$ cat src/rtl/harvos_dma_copy_engine_pkg.sv
// Shared definitions for the HarvOS word-copy DMA engine.
//   state_t      : engine state encoding
//   ERR_*        : values reported on err_code
//   WORD_STRIDE  : byte increment between consecutive words
//   word_align() : clears the byte-offset bits of an address
package harvos_dma_pkg;

  typedef enum logic [2:0] {
    IDLE,
    RD_REQ,
    RD_WAIT,
    WR_REQ,
    WR_WAIT,
    FIN
  } state_t;

  localparam logic [1:0] ERR_OK      = 2'd0;
  localparam logic [1:0] ERR_FAULT   = 2'd1;
  localparam logic [1:0] ERR_TIMEOUT = 2'd2;
  localparam logic [1:0] ERR_ABORT   = 2'd3;

  localparam logic [31:0] WORD_STRIDE = 32'd4;

  function automatic logic [31:0] word_align(input logic [31:0] a);
    return {a[31:2], 2'b00};
  endfunction

endpackage

$ cat src/rtl/harvos_dma_copy_engine_if.sv
// dmem-style request/response bus between the copy engine and the firewall.
//   master : engine side (drives req/we/be/addr/wdata, receives rdata/done/fault)
//   slave  : firewall side
interface harvos_dma_copy_engine_if;
  logic        dma_req;
  logic        dma_we;
  logic [3:0]  dma_be;
  logic [31:0] dma_addr;
  logic [31:0] dma_wdata;
  logic [31:0] dma_rdata;
  logic        dma_done;
  logic        dma_fault;

  modport master (
    output dma_req, dma_we, dma_be, dma_addr, dma_wdata,
    input  dma_rdata, dma_done, dma_fault
  );

  modport slave (
    input  dma_req, dma_we, dma_be, dma_addr, dma_wdata,
    output dma_rdata, dma_done, dma_fault
  );
endinterface

$ cat src/rtl/harvos_dma_copy_engine_wdog.sv
// Wait-state watchdog for the copy engine.
//   clk, rst : clock and synchronous active-high reset
//   clr      : restart the count (asserted in the request cycle)
//   run      : count this cycle (asserted in the wait states)
//   expired  : high in the TIMEOUT_CYCLES-th consecutive wait cycle
module harvos_dma_wdog #(
  parameter int TIMEOUT_CYCLES = 256,
  parameter int TO_W           = 9
) (
  input  logic clk,
  input  logic rst,
  input  logic clr,
  input  logic run,
  output logic expired
);

  // The count holds the number of wait cycles already completed, so the
  // current cycle is the last allowed one when it equals TIMEOUT_CYCLES-1.
  localparam logic [TO_W-1:0] LIMIT =
    (TIMEOUT_CYCLES == 0) ? '0 : TO_W'(TIMEOUT_CYCLES - 1);

  logic [TO_W-1:0] count_reg;

  always_ff @(posedge clk) begin
    if (rst || clr) begin
      count_reg <= '0;
    end else if (run) begin
      count_reg <= count_reg + TO_W'(1);
    end
  end

  assign expired = run && (TIMEOUT_CYCLES != 0) && (count_reg == LIMIT);

endmodule

$ cat src/rtl/harvos_dma_copy_engine.sv
// Single-channel word-copy DMA master feeding the HarvOS DMA firewall.
//   clk, rst             : clock, synchronous active-high reset
//   start, abort         : control pulses (start ignored while busy)
//   cfg_src/dst/len      : transfer description, latched on accepted start
//   busy, done_pulse     : transfer in progress / one-cycle completion strobe
//   err_code, err_addr   : latched result of the last transfer
//   words_done           : words whose write completed successfully
//   dma                  : master side of the firewall request bus
module harvos_dma_copy_engine
  import harvos_dma_pkg::*;
#(
  parameter int LEN_W          = 16,
  parameter int TIMEOUT_CYCLES = 256,
  parameter int TO_W           = 9
) (
  input  logic                       clk,
  input  logic                       rst,
  input  logic                       start,
  input  logic                       abort,
  input  logic [31:0]                cfg_src,
  input  logic [31:0]                cfg_dst,
  input  logic [LEN_W-1:0]           cfg_len,
  output logic                       busy,
  output logic                       done_pulse,
  output logic [1:0]                 err_code,
  output logic [31:0]                err_addr,
  output logic [LEN_W-1:0]           words_done,
  harvos_dma_copy_engine_if.master   dma
);

  state_t           state_reg, state_next;
  logic [31:0]      src_reg, src_next;
  logic [31:0]      dst_reg, dst_next;
  logic [LEN_W-1:0] len_reg, len_next;
  logic [31:0]      data_reg, data_next;
  logic [LEN_W-1:0] words_reg, words_next;
  logic [1:0]       err_code_reg, err_code_next;
  logic [31:0]      err_addr_reg, err_addr_next;
  logic             abort_pend_reg, abort_pend_next;
  logic             req_reg, req_next;
  logic             we_reg, we_next;
  logic [31:0]      addr_reg, addr_next;
  logic             wdog_clr, wdog_run, wdog_expired;

  harvos_dma_wdog #(
    .TIMEOUT_CYCLES (TIMEOUT_CYCLES),
    .TO_W           (TO_W)
  ) u_wdog (
    .clk     (clk),
    .rst     (rst),
    .clr     (wdog_clr),
    .run     (wdog_run),
    .expired (wdog_expired)
  );

  always_ff @(posedge clk) begin
    if (rst) begin
      state_reg      <= IDLE;
      src_reg        <= '0;
      dst_reg        <= '0;
      len_reg        <= '0;
      data_reg       <= '0;
      words_reg      <= '0;
      err_code_reg   <= ERR_OK;
      err_addr_reg   <= '0;
      abort_pend_reg <= 1'b0;
      req_reg        <= 1'b0;
      we_reg         <= 1'b0;
      addr_reg       <= '0;
    end else begin
      state_reg      <= state_next;
      src_reg        <= src_next;
      dst_reg        <= dst_next;
      len_reg        <= len_next;
      data_reg       <= data_next;
      words_reg      <= words_next;
      err_code_reg   <= err_code_next;
      err_addr_reg   <= err_addr_next;
      abort_pend_reg <= abort_pend_next;
      req_reg        <= req_next;
      we_reg         <= we_next;
      addr_reg       <= addr_next;
    end
  end

  // Bus outputs are loaded on entry to a REQ state, so they are registered
  // and stay put through the following WAIT state.
  always_comb begin
    state_next      = state_reg;
    src_next        = src_reg;
    dst_next        = dst_reg;
    len_next        = len_reg;
    data_next       = data_reg;
    words_next      = words_reg;
    err_code_next   = err_code_reg;
    err_addr_next   = err_addr_reg;
    abort_pend_next = abort_pend_reg;
    req_next        = 1'b0;
    we_next         = we_reg;
    addr_next       = addr_reg;
    wdog_clr        = 1'b0;
    wdog_run        = 1'b0;

    if (abort && state_reg != IDLE) begin
      abort_pend_next = 1'b1;
    end

    case (state_reg)
      IDLE: begin
        if (start) begin
          src_next        = word_align(cfg_src);
          dst_next        = word_align(cfg_dst);
          len_next        = cfg_len;
          words_next      = '0;
          err_code_next   = ERR_OK;
          err_addr_next   = '0;
          abort_pend_next = 1'b0;
          if (cfg_len == '0) begin
            state_next = FIN;
          end else begin
            state_next = RD_REQ;
            req_next   = 1'b1;
            we_next    = 1'b0;
            addr_next  = word_align(cfg_src);
          end
        end
      end
      RD_REQ: begin
        wdog_clr   = 1'b1;
        state_next = RD_WAIT;
      end
      RD_WAIT: begin
        wdog_run = 1'b1;
        // A completion in the expiry cycle wins over the timeout.
        if (dma.dma_done) begin
          if (dma.dma_fault) begin
            err_code_next = ERR_FAULT;
            err_addr_next = src_reg;
            state_next    = FIN;
          end else begin
            data_next  = dma.dma_rdata;
            state_next = WR_REQ;
            req_next   = 1'b1;
            we_next    = 1'b1;
            addr_next  = dst_reg;
          end
        end else if (wdog_expired) begin
          err_code_next = ERR_TIMEOUT;
          err_addr_next = addr_reg;
          state_next    = FIN;
        end
      end
      WR_REQ: begin
        wdog_clr   = 1'b1;
        state_next = WR_WAIT;
      end
      WR_WAIT: begin
        wdog_run = 1'b1;
        if (dma.dma_done) begin
          if (dma.dma_fault) begin
            err_code_next = ERR_FAULT;
            err_addr_next = dst_reg;
            state_next    = FIN;
          end else begin
            src_next   = src_reg + WORD_STRIDE;
            dst_next   = dst_reg + WORD_STRIDE;
            len_next   = len_reg - LEN_W'(1);
            words_next = words_reg + LEN_W'(1);
            // The last word always finishes OK, even with an abort pending.
            if (len_reg == LEN_W'(1)) begin
              state_next = FIN;
            end else if (abort_pend_reg || abort) begin
              err_code_next = ERR_ABORT;
              state_next    = FIN;
            end else begin
              state_next = RD_REQ;
              req_next   = 1'b1;
              we_next    = 1'b0;
              addr_next  = src_reg + WORD_STRIDE;
            end
          end
        end else if (wdog_expired) begin
          err_code_next = ERR_TIMEOUT;
          err_addr_next = addr_reg;
          state_next    = FIN;
        end
      end
      FIN: begin
        abort_pend_next = 1'b0;
        state_next      = IDLE;
      end
      default: begin
        state_next = IDLE;
      end
    endcase
  end

  assign busy          = (state_reg != IDLE) && (state_reg != FIN);
  assign done_pulse    = (state_reg == FIN);
  assign err_code      = err_code_reg;
  assign err_addr      = err_addr_reg;
  assign words_done    = words_reg;
  assign dma.dma_req   = req_reg;
  assign dma.dma_we    = we_reg;
  assign dma.dma_be    = 4'hF;
  assign dma.dma_addr  = addr_reg;
  assign dma.dma_wdata = data_reg;

endmodule

$ cat src/flat_wrapper.sv
// flat-port wrapper written by rule: the top's interface ports become plain ports
module harvos_dma_copy_engine_flat import harvos_dma_pkg::*;
#(
  parameter int LEN_W          = 16,
  parameter int TIMEOUT_CYCLES = 256,
  parameter int TO_W           = 9
)
  (clk, rst, start, abort, cfg_src, cfg_dst, cfg_len, busy, done_pulse, err_code, err_addr, words_done, dma_dma_req, dma_dma_we, dma_dma_be, dma_dma_addr, dma_dma_wdata, dma_dma_rdata, dma_dma_done, dma_dma_fault);
  harvos_dma_copy_engine_if dma_i ();
  input  logic clk;
  input  logic rst;
  input  logic start;
  input  logic abort;
  input  logic [31:0] cfg_src;
  input  logic [31:0] cfg_dst;
  input  logic [LEN_W-1:0] cfg_len;
  output logic busy;
  output logic done_pulse;
  output logic [1:0] err_code;
  output logic [31:0] err_addr;
  output logic [LEN_W-1:0] words_done;
  output wire logic [$bits(dma_i.dma_req)-1:0] dma_dma_req;
  output wire logic [$bits(dma_i.dma_we)-1:0] dma_dma_we;
  output wire logic [$bits(dma_i.dma_be)-1:0] dma_dma_be;
  output wire logic [$bits(dma_i.dma_addr)-1:0] dma_dma_addr;
  output wire logic [$bits(dma_i.dma_wdata)-1:0] dma_dma_wdata;
  input wire logic [$bits(dma_i.dma_rdata)-1:0] dma_dma_rdata;
  input wire logic [$bits(dma_i.dma_done)-1:0] dma_dma_done;
  input wire logic [$bits(dma_i.dma_fault)-1:0] dma_dma_fault;
  assign dma_dma_req = dma_i.dma_req;
  assign dma_dma_we = dma_i.dma_we;
  assign dma_dma_be = dma_i.dma_be;
  assign dma_dma_addr = dma_i.dma_addr;
  assign dma_dma_wdata = dma_i.dma_wdata;
  assign dma_i.dma_rdata = dma_dma_rdata;
  assign dma_i.dma_done = dma_dma_done;
  assign dma_i.dma_fault = dma_dma_fault;
  harvos_dma_copy_engine #(.LEN_W(LEN_W), .TIMEOUT_CYCLES(TIMEOUT_CYCLES), .TO_W(TO_W)) u_core (.clk(clk), .rst(rst), .start(start), .abort(abort), .cfg_src(cfg_src), .cfg_dst(cfg_dst), .cfg_len(cfg_len), .busy(busy), .done_pulse(done_pulse), .err_code(err_code), .err_addr(err_addr), .words_done(words_done), .dma(dma_i));
endmodule
$ cat config.mk
export PLATFORM = sky130hd
export DESIGN_NAME = harvos_dma_copy_engine_flat
export DESIGN_NICKNAME = d
export VERILOG_FILES = /design/src/rtl/harvos_dma_copy_engine_pkg.sv /design/src/rtl/harvos_dma_copy_engine_if.sv /design/src/rtl/harvos_dma_copy_engine_wdog.sv /design/src/rtl/harvos_dma_copy_engine.sv /design/src/flat_wrapper.sv
export SDC_FILE = /design/constraint.sdc
export NUM_CORES = 1
export LEC_CHECK = 0
export CORE_MARGIN = 10
export CORE_UTILIZATION = 31
export DETAILED_ROUTE_END_ITERATION = 7
export GPL_TIMING_DRIVEN = 0
export PLACE_DENSITY = 0.52
export SKIP_CTS_REPAIR_TIMING = 1
export SYNTH_ARGS = -nofsm -noshare
export SYNTH_HDL_FRONTEND = slang
export SYNTH_SLANG_ARGS = --single-unit
$ cat constraint.sdc
create_clock -name clk -period 3 [get_ports clk]
set_input_delay 0.9 -clock clk [delete_from_list [all_inputs] [get_ports clk]]
set_output_delay 0.9 -clock clk [all_outputs]
set_load 0.03 [all_outputs]
==> impl_metrics.ini, run 1 <==
[status]
outcome = complete, no violations

[route]
dr.pass1.iters = 6
top_layer = met4
wl_mm = 54.5
wl_met1_mm = 23.4
met3_length_mm = 4.88
avgRoutedWirePerCell_um = 24.5
num_vias = 12600
drc = 0
ant_nets = 0
drt_first_iter_violations = 1304
wl_met2_mm = 24.4
viasPerCell = 5.65

[global_routing]
track_usage_pct = 23.4
grt_pass1_wl_mm = 79.7
grt_remaining_overflow = 0
grt_max_degree = 12
antenna_found_initial = 0
grt_pass1_vias = 11900

[floorplanning]
ios = 240
dieArea_um2 = 43900
initial_core_util_pct = 31.3
rows = 69
fp.dieW_um = 209
die_h_um = 209
core_um2 = 35500

[clocking]
cts_buffer_depth = 3
root_buffer = clkbuf_16
cts_buffers = 25
h-tree-depth = 1
insertion_delay_ps = 530
cts.sink_count = 204
clk_pin_slew_ps = 60
cts_tree = yes

[final_layout]
fillers = 3658
fin_util_pct = 42.0
area_growth_pct = 34.0
drive_above_1_share_pct = 6.98
diodes = 0
fin_nets = 1869

[synth]
syn_inst = 1486
ys_dominant_reg_cell = dfxtp_1
synth-edff-count = 0
ys_seq_elements = 204
syn-cell-area_um2 = 11100
yosysUniqueCellTypes = 71
postSynthAreaPerCell_um2 = 7.49
yosysSeqAreaShare_pct = 36.7
ys_async_sr_fraction_pct = 0
yosys_warnings = 0

[worst_setup_path]
required_ps = 2100
arrival_ps = 2020
crit_fanout = 10
slowest_stage = dfxtp_1
crit_top_cell = clkbuf_4
end_kind = output pin
cp_slowest_stage_delay_ps = 410
start_kind = register
path_cells = clkbuf_4, clkbuf_4, clkbuf_4, nor2_1, dlymetal6s2s_1
crit_type = register to output pin

[timing]
maxSlewHeadroom_pct = 28.6
fin_skew_ps = 9.97
fmax_mhz = 343
finalCritPeriodShare_pct = 97.3
setup_viol = 0
min_period_ps = 2920
drv_slew = 0
hold_violations = 0
grt_setup_unrepaired = yes
holdWs_ps = 454
max_slew.worst_pin.slew_ps = 1070

[pwr]
ir_drop_mv = 0.365
power.density_nw_per_um2 = 536
leakagePower_nw = 5.12

[placed_design]
dp.final_hpwl_mm = 41.2
portBuffers = 229
gp_congestion = 0.965

[job]
drv_cap = 0

[hold_path]
hp-class = register to register
-- logic make-up (layout without fill, tap and decap cells) --
family	after synthesis	count (layout)	synth area share [%]
AO/OA/AOI/OAI	468	468	27.5
XOR/XNOR	42	42	3.31
adder cells (fa/ha/maj)	8	8	0.877
buffers and inverters	159	431	5.94
flip-flops	204	204	36.7
multiplexers	3	3	0.270
other	1	4	0.0337
AND/OR/NAND/NOR	601	601	25.3
-- cell usage in the layout (no fill, tap or decap), types with 21 or more instances in the layout --
master           count
clkbuf_1            87
a31oi_1             21
clkdlybuf4s50_1    227
inv_1               21
xor2_1              25
o21ai_0             98
a21oi_1            143
buf_2               28
dfxtp_1            203
a22oi_1             32
nand2_1            210
a311oi_1            39
nor2_1             188
a22o_1              34
a211oi_1            28
nor3_1              33
nand3_1             40
clkbuf_16           25
-- report_power, final --
group	total, mW	internal [mW]	switching (mW)
clock network	3.14	1.87	1.27
registers	3.11	2.89	0.228
logic	1.73	0.620	1.11
-- critical path, delay by kind of cell, from the launching register on --
kind                   cells  cell delay [ps]
AND/OR/NAND/NOR            1               70
flip-flops                 1              410
buffers and inverters      4             1000
-- area by class of cell --
cell class	count	area, µm²	share of cell area, %
Multi-Input combinational cell	1126	6440	43.2
Timing Repair Buffer	229	2290	15.4
Inverter	21	78.8	0.529
Clock buffer	39	748	5.02
Clock inverter	5	75.1	0.504
Sequential cell	204	4090	27.4
Buffer	137	611	4.10
Tap cell	461	577	3.87
-- per-layer routing --
metal  up-vias  GRT usage, %
li1       5908             -
met2       609          37.0
met5         -             0
met4         0          7.59
met1      5938          31.8
met3        98          3.88
-- path summary, 6_finish.rpt --
check / start / endpoint / slack (ps) / cells past startpoint
worst max-delay path: u_core.state_reg[1]$_SDFFE_PP0N_ / done_pulse / 80 / 5
worst min-delay path: u_core.dma.dma_wdata[31]$_SDFFE_PP0P_ / u_core.dma.dma_wdata[31]$_SDFFE_PP0P_ / 450 / 2
worst max register to register: u_core.src_reg[3]$_SDFFE_PP0P_ / u_core.dma.dma_addr[26]$_SDFFE_PP0P_ / 230 / 8
worst min register to register: u_core.dma.dma_wdata[31]$_SDFFE_PP0P_ / u_core.dma.dma_wdata[31]$_SDFFE_PP0P_ / 450 / 2
-- per-stage QoR --
step	instance area [µm²]	setup TNS, ps	setup slack, ps	total power, mW	cells
final	14900	0	81.8	7.98	2222
after global routing	14900	-10.6	-7.46	8.26	2222
after CTS	14800	-26090	-907	7.97	2223
after detailed placement	14000	-99210	-1090	4.84	2179
after global placement	14000	-98170	-1130	4.83	2179
after floorplan	11100	0	417	4.03	1489
-- cells in the mapped netlist, types with 17 or more instances --
cell,number,area share [%]
a211oi_1,28,1.9
a21oi_1,143,6.4
a22o_1,34,2.7
a22oi_1,32,2.2
a311oi_1,39,3.1
a31oi_1,21,1.2
buf_2,27,1.2
clkbuf_1,98,3.3
dfxtp_1,204,37
inv_1,21,0.71
nand2_1,210,7.1
nand3_1,41,1.8
nor2_1,188,6.3
nor3_1,34,1.5
o21ai_0,98,4.4
xnor2_1,17,1.3
xor2_1,25,2.0
No activity file was read; power rests on OpenSTA's default activity.
==> inputs of run 2 (changes only) <==
- CTS_BUF_LIST: unset -> sky130_fd_sc_hd__clkbuf_8
- GPL_ROUTABILITY_DRIVEN: unset -> 0
==> impl_metrics.ini, run 2 (synthesis gave the netlist of run 1 again) <==
[clocking]
cts_tree = yes
root_buffer = clkbuf_8
cts_buffer_depth = 3
clk_pin_slew_ps = 60
cts.sink_count = 204
h-tree-depth = 2
insertion_delay_ps = 570
cts_buffers = 41

[timing]
min_period_ps = 3050
holdWs_ps = 452
hold_violations = 0
fmax_mhz = 328
finalCritPeriodShare_pct = 102
fin_skew_ps = 22.5
setup_ws_ps = -45.0
max_slew.worst_pin.slew_ps = 1080
grt_setup_unrepaired = yes
setup_viol = 7
drv_slew = 0
maxSlewHeadroom_pct = 28.3

[final_layout]
layout_commonest_cell = clkdlybuf4s50_1
drive_above_1_share_pct = 7.86
regArea_um2 = 4080
fin_nets = 1885
area_growth_pct = 34.1
fillers = 3698
fin_util_pct = 42.0
final_cell_mix = 227 x clkdlybuf4s50_1, 210 x nand2_1, 204 x dfxtp_1
multi_input_area_um2 = 6430

[floorplanning]
core_um2 = 35500
dieArea_um2 = 43900
ios = 240
die_h_um = 209
fp.dieW_um = 209
initial_core_util_pct = 31.3
rows = 69

[global_routing]
grt_pass1_vias = 12200
grt_max_degree = 11
antenna_found_initial = 0
grt_remaining_overflow = 0
grt_pass1_wl_mm = 79.3
track_usage_pct = 23.3

[worst_setup_path]
r2r_cells = 8
end_kind = register
r2r_start = u_core.state_reg[1]$_SDFFE_PP0N_
crit_type = input pin to register
required_ps = 3500
start_kind = input pin
arrival_ps = 3540
crit_fanout = 10
crit_path_start = dma_dma_fault

[placed_design]
portBuffers = 229
pre_cts_slack_ps = -1080
dp.final_hpwl_mm = 40.6

[hold_path]
worstHoldPathCells = 2
hp-class = register to register
hold_start = u_core.dma.dma_wdata[10]$_SDFFE_PP0P_

[pwr]
ir_drop_mv = 0.253
power.density_nw_per_um2 = 524
power.total_mw = 7.82
leakagePower_nw = 5.18

[route]
viasPerCell = 5.68
ant_nets = 0
dr.pass1.iters = 6
wl_mm = 53.8
avgRoutedWirePerCell_um = 23.9
drc = 0
num_vias = 12800
drt_first_iter_violations = 1528

[status]
violations = setup timing
outcome = finished with violations

[job]
drv_cap = 0
## run 2: changes by cell type in the layout (fill, tap and decap cells not counted), moves of 2 or more
cell | previous run | this run
clkbuf_8 | 7 | 53
clkbuf_16 | 25 | 0
inv_1 | 21 | 37
clkbuf_1 | 87 | 83
clkbuf_2 | 14 | 12
clkinvlp_4 | 0 | 2
## run 2: worst max-delay path: stages
cell             delay (ps)
clkdlybuf4s50_1         490
and2b_1                 310
mux2i_1                 380
or3_1                   220
clkbuf_1                810
a22oi_1                 220
a31oi_1                 200
## run 2: area by class of cell
| cell class | instances | area share (%) |
|---|---|---|
| flip-flops and latches | 204 | 27.4 |
| well taps | 461 | 3.87 |
| clock buffers | 53 | 4.89 |
| diodes | 1 | 0.0168 |
| repair buffers | 229 | 15.3 |
| plain buffers | 137 | 4.06 |
| multi-input cells | 1126 | 43.1 |
| inverters | 21 | 0.528 |
| clock inverters | 23 | 0.839 |
## run 2: report_power, final
group          internal [mW]  leakage, nW  switching, mW  total [mW]
Sequential              2.89         1.66          0.228        3.11
Combinational          0.618         3.02           1.10        1.72
Clock                   1.67        0.496           1.32        2.99
## run 2: worst paths after layout
kind                                                              end  slack [ps]
worst max-delay path                  u_core.dst_reg[30]$_SDFFE_PP0P_         -50
worst min-delay path            u_core.dma.dma_wdata[10]$_SDFFE_PP0P_         450
worst max register to register        u_core.src_reg[25]$_SDFFE_PP0P_         100
worst min register to register  u_core.dma.dma_wdata[10]$_SDFFE_PP0P_         450
## run 2: per-stage QoR
stage / cell area [µm²] / setup TNS [ps] / cells
after floorplan: 11100 / 0 / 1489
after global placement: 14000 / -89410 / 2179
after detailed placement: 14000 / -95870 / 2179
after CTS: 14900 / -23430 / 2255
after global routing: 14900 / -226 / 2254
final: 14900 / -187 / 2255
## run 2: per-layer routing
layer	wire [µm]	share of wire, %	GRT usage, %	up-vias
met1	23200	43	31.1	6036
met5	0	0	0	-
li1	-	-	-	5957
met4	1570	2.9	7.49	0
met3	5090	9.5	4.44	111
met2	24000	45	37.1	701
==> inputs of run 3 (changes only) <==
- CORE_MARGIN: 10 -> 1.5
- SYNTH_HIERARCHICAL: unset -> 1
==> impl_metrics.ini, run 3 <==
[global_routing]
antenna_found_initial = 0
met3_usage_pct = 4.57
grt_pass1_vias = 11500
grt.busiest_layer = met2
grt_pass1_wl_mm = 73.5
use_met2_pct = 41.2
grt_max_degree = 12
track_usage_pct = 26.9
use_met1_pct = 37.6
grt_remaining_overflow = 0

[pwr]
clock_power_share_pct = 29.7
ir_drop_mv = 0.277
power_frac_comb_pct = 33.9
p_sw_mw = 3.76
leakagePower_nw = 5.22
power.density_nw_per_um2 = 645
p_int_mw = 5.75
power_frac_seq_pct = 36.4
switching_share_pct = 39.6

[placed_design]
portBuffers = 231
pre_cts_slack_ps = -1060
place_area_um2 = 13900
dp.final_hpwl_mm = 37.7

[worst_setup_path]
start_kind = register
end_kind = register
crit_type = register to register
required_ps = 3470
arrival_ps = 3470
crit_fanout = 10

[timing]
finalCritPeriodShare_pct = 100
drv_slew = 0
fmax_mhz = 333
grt_setup_unrepaired = yes
fin_skew_ps = 24.4
max_slew.worst_pin.slew_ps = 982
hold_violations = 0
setup_ws_ps = -3.55
min_period_ps = 3000
maxSlewHeadroom_pct = 34.6
setup_viol = 1

[route]
wl_mm = 50.9
dr.pass1.iters = 7
ant_nets = 0
avgRoutedWirePerCell_um = 23.0
viasPerCell = 5.68
num_vias = 12500
drt_first_iter_violations = 1544
drc = 0

[floorplanning]
die_h_um = 191
initial_core_util_pct = 31.7
rows = 68
fp.dieW_um = 191
ios = 240
core_um2 = 34700
dieArea_um2 = 36600

[synth]
yosysUniqueCellTypes = 73
syn_inst = 1449
ys_async_sr_fraction_pct = 0
synth_top_cell_area_share_pct = 37.2
yosys-top-cells-area = dfxtp_1 37%, nand2_1 7.2%, nor2_1 6.5%
postSynthAreaPerCell_um2 = 7.58
synth_common_cells = 212 x nand2_1, 204 x dfxtp_1, 189 x nor2_1
ys_seq_elements = 204
synth.largest_area_cell = dfxtp_1
yosys_warnings = 6
yosysSeqAreaShare_pct = 37.2
syn-cell-area_um2 = 11000
synth-edff-count = 0
yosysMostFrequentCell = nand2_1
ys_dominant_reg_cell = dfxtp_1

[status]
violations = setup timing
outcome = finished with violations

[job]
drv_cap = 0

[final_layout]
stdcell_area_um2 = 14800
final_cell_mix = 229 x clkdlybuf4s50_1, 212 x nand2_1, 204 x dfxtp_1
fin_util_pct = 42.5
drive_above_1_share_pct = 8.15
layout_commonest_cell = clkdlybuf4s50_1
fin_nets = 1852
area_growth_pct = 34.3

[hold_path]
hp-class = register to register

[clocking]
insertion_delay_ps = 570
cts_buffers = 40
cts_tree = yes
root_buffer = clkbuf_8
cts.sink_count = 204
h-tree-depth = 2
clk_pin_slew_ps = 70
cts_buffer_depth = 3
-- run 3: changes by cell type after synthesis, moves of 11 or more --
cell      before  now
a21oi_1      143  121
a22oi_1       32   17
a31oi_1       21    6
o22ai_1        0   15
a221oi_1      16    2
a222oi_1       5   16
-- run 3: logic make-up after synthesis --
kind of cell               synth area share, %
AOI/OAI and AO/OA                         26.8
xor gates and xnor gates                  3.43
adders and majority gates                0.797
buffers and inverters                     5.38
DFF                                       37.2
muxes                                    0.456
other                                   0.0341
and+or+nand+nor                           25.9
-- run 3: worst paths after layout --
path	start	to	slack, ps	depth (start not counted)
max	u_core/state_reg[1]$_SDFFE_PP0N_	u_core/dst_reg[3]$_SDFFE_PP0P_	-4	7
min reg2reg	u_core/dma.dma_wdata[14]$_SDFFE_PP0P_	u_core/dma.dma_wdata[14]$_SDFFE_PP0P_	450	2
min	u_core/dma.dma_wdata[14]$_SDFFE_PP0P_	u_core/dma.dma_wdata[14]$_SDFFE_PP0P_	450	2
max reg2reg	u_core/state_reg[1]$_SDFFE_PP0N_	u_core/dst_reg[3]$_SDFFE_PP0P_	-4	7
-- run 3: layout make-up --
| class | count | area (µm²) |
|---|---|---|
| timing repair buffer | 233 | 2320 |
| antenna | 1 | 2.50 |
| multi-input combinational | 1103 | 6360 |
| buffer | 130 | 579 |
| clock buffer | 51 | 702 |
| fill | 3653 | 20000 |
| inverter | 15 | 56.3 |
| sequential | 204 | 4080 |
| tap | 455 | 569 |
| clock inverter | 18 | 86.3 |
-- run 3: worst max-delay path, stage by stage (launching register included) --
cell and delay (ps):
dfxtp_1 310, nor2_1 210, and2_1 170, clkbuf_1 190
clkbuf_1 760, buf_1 720, nand2_1 240, a311oi_1 280
-- run 3: metal layers --
layer	wire length, µm	vias to the layer above
met5	0	-
met2	22200	732
met1	21800	5869
met3	5090	120
li1	-	5826
met4	1860	0
-- run 3: power by group through the flow --
| stage | Clock (mW) | Sequential, mW | Combinational, mW |
|---|---|---|---|
| 2_1_floorplan | 0 | 3.73 | 1.52 |
| 3_5_place_dp | 0 | 3.51 | 3.14 |
| 6_report | 2.82 | 3.46 | 3.23 |
| 5_1_grt | 3.01 | 3.51 | 3.43 |
| 3_3_place_gp | 0 | 3.50 | 3.11 |
| 4_1_cts | 2.89 | 3.45 | 3.15 |
-- run 3: stage by stage --
step | cells | setup TNS (ps) | total power, mW | hold slack [ps]
after CTS | 2207 | -17490 | 9.49 | 455
after detailed placement | 2138 | -90640 | 6.64 | 447
final | 2210 | -3.55 | 9.51 | 452
after global placement | 2138 | -91980 | 6.61 | 442
after global routing | 2209 | -92.0 | 9.94 | 470
after floorplan | 1452 | 0 | 5.26 | 452
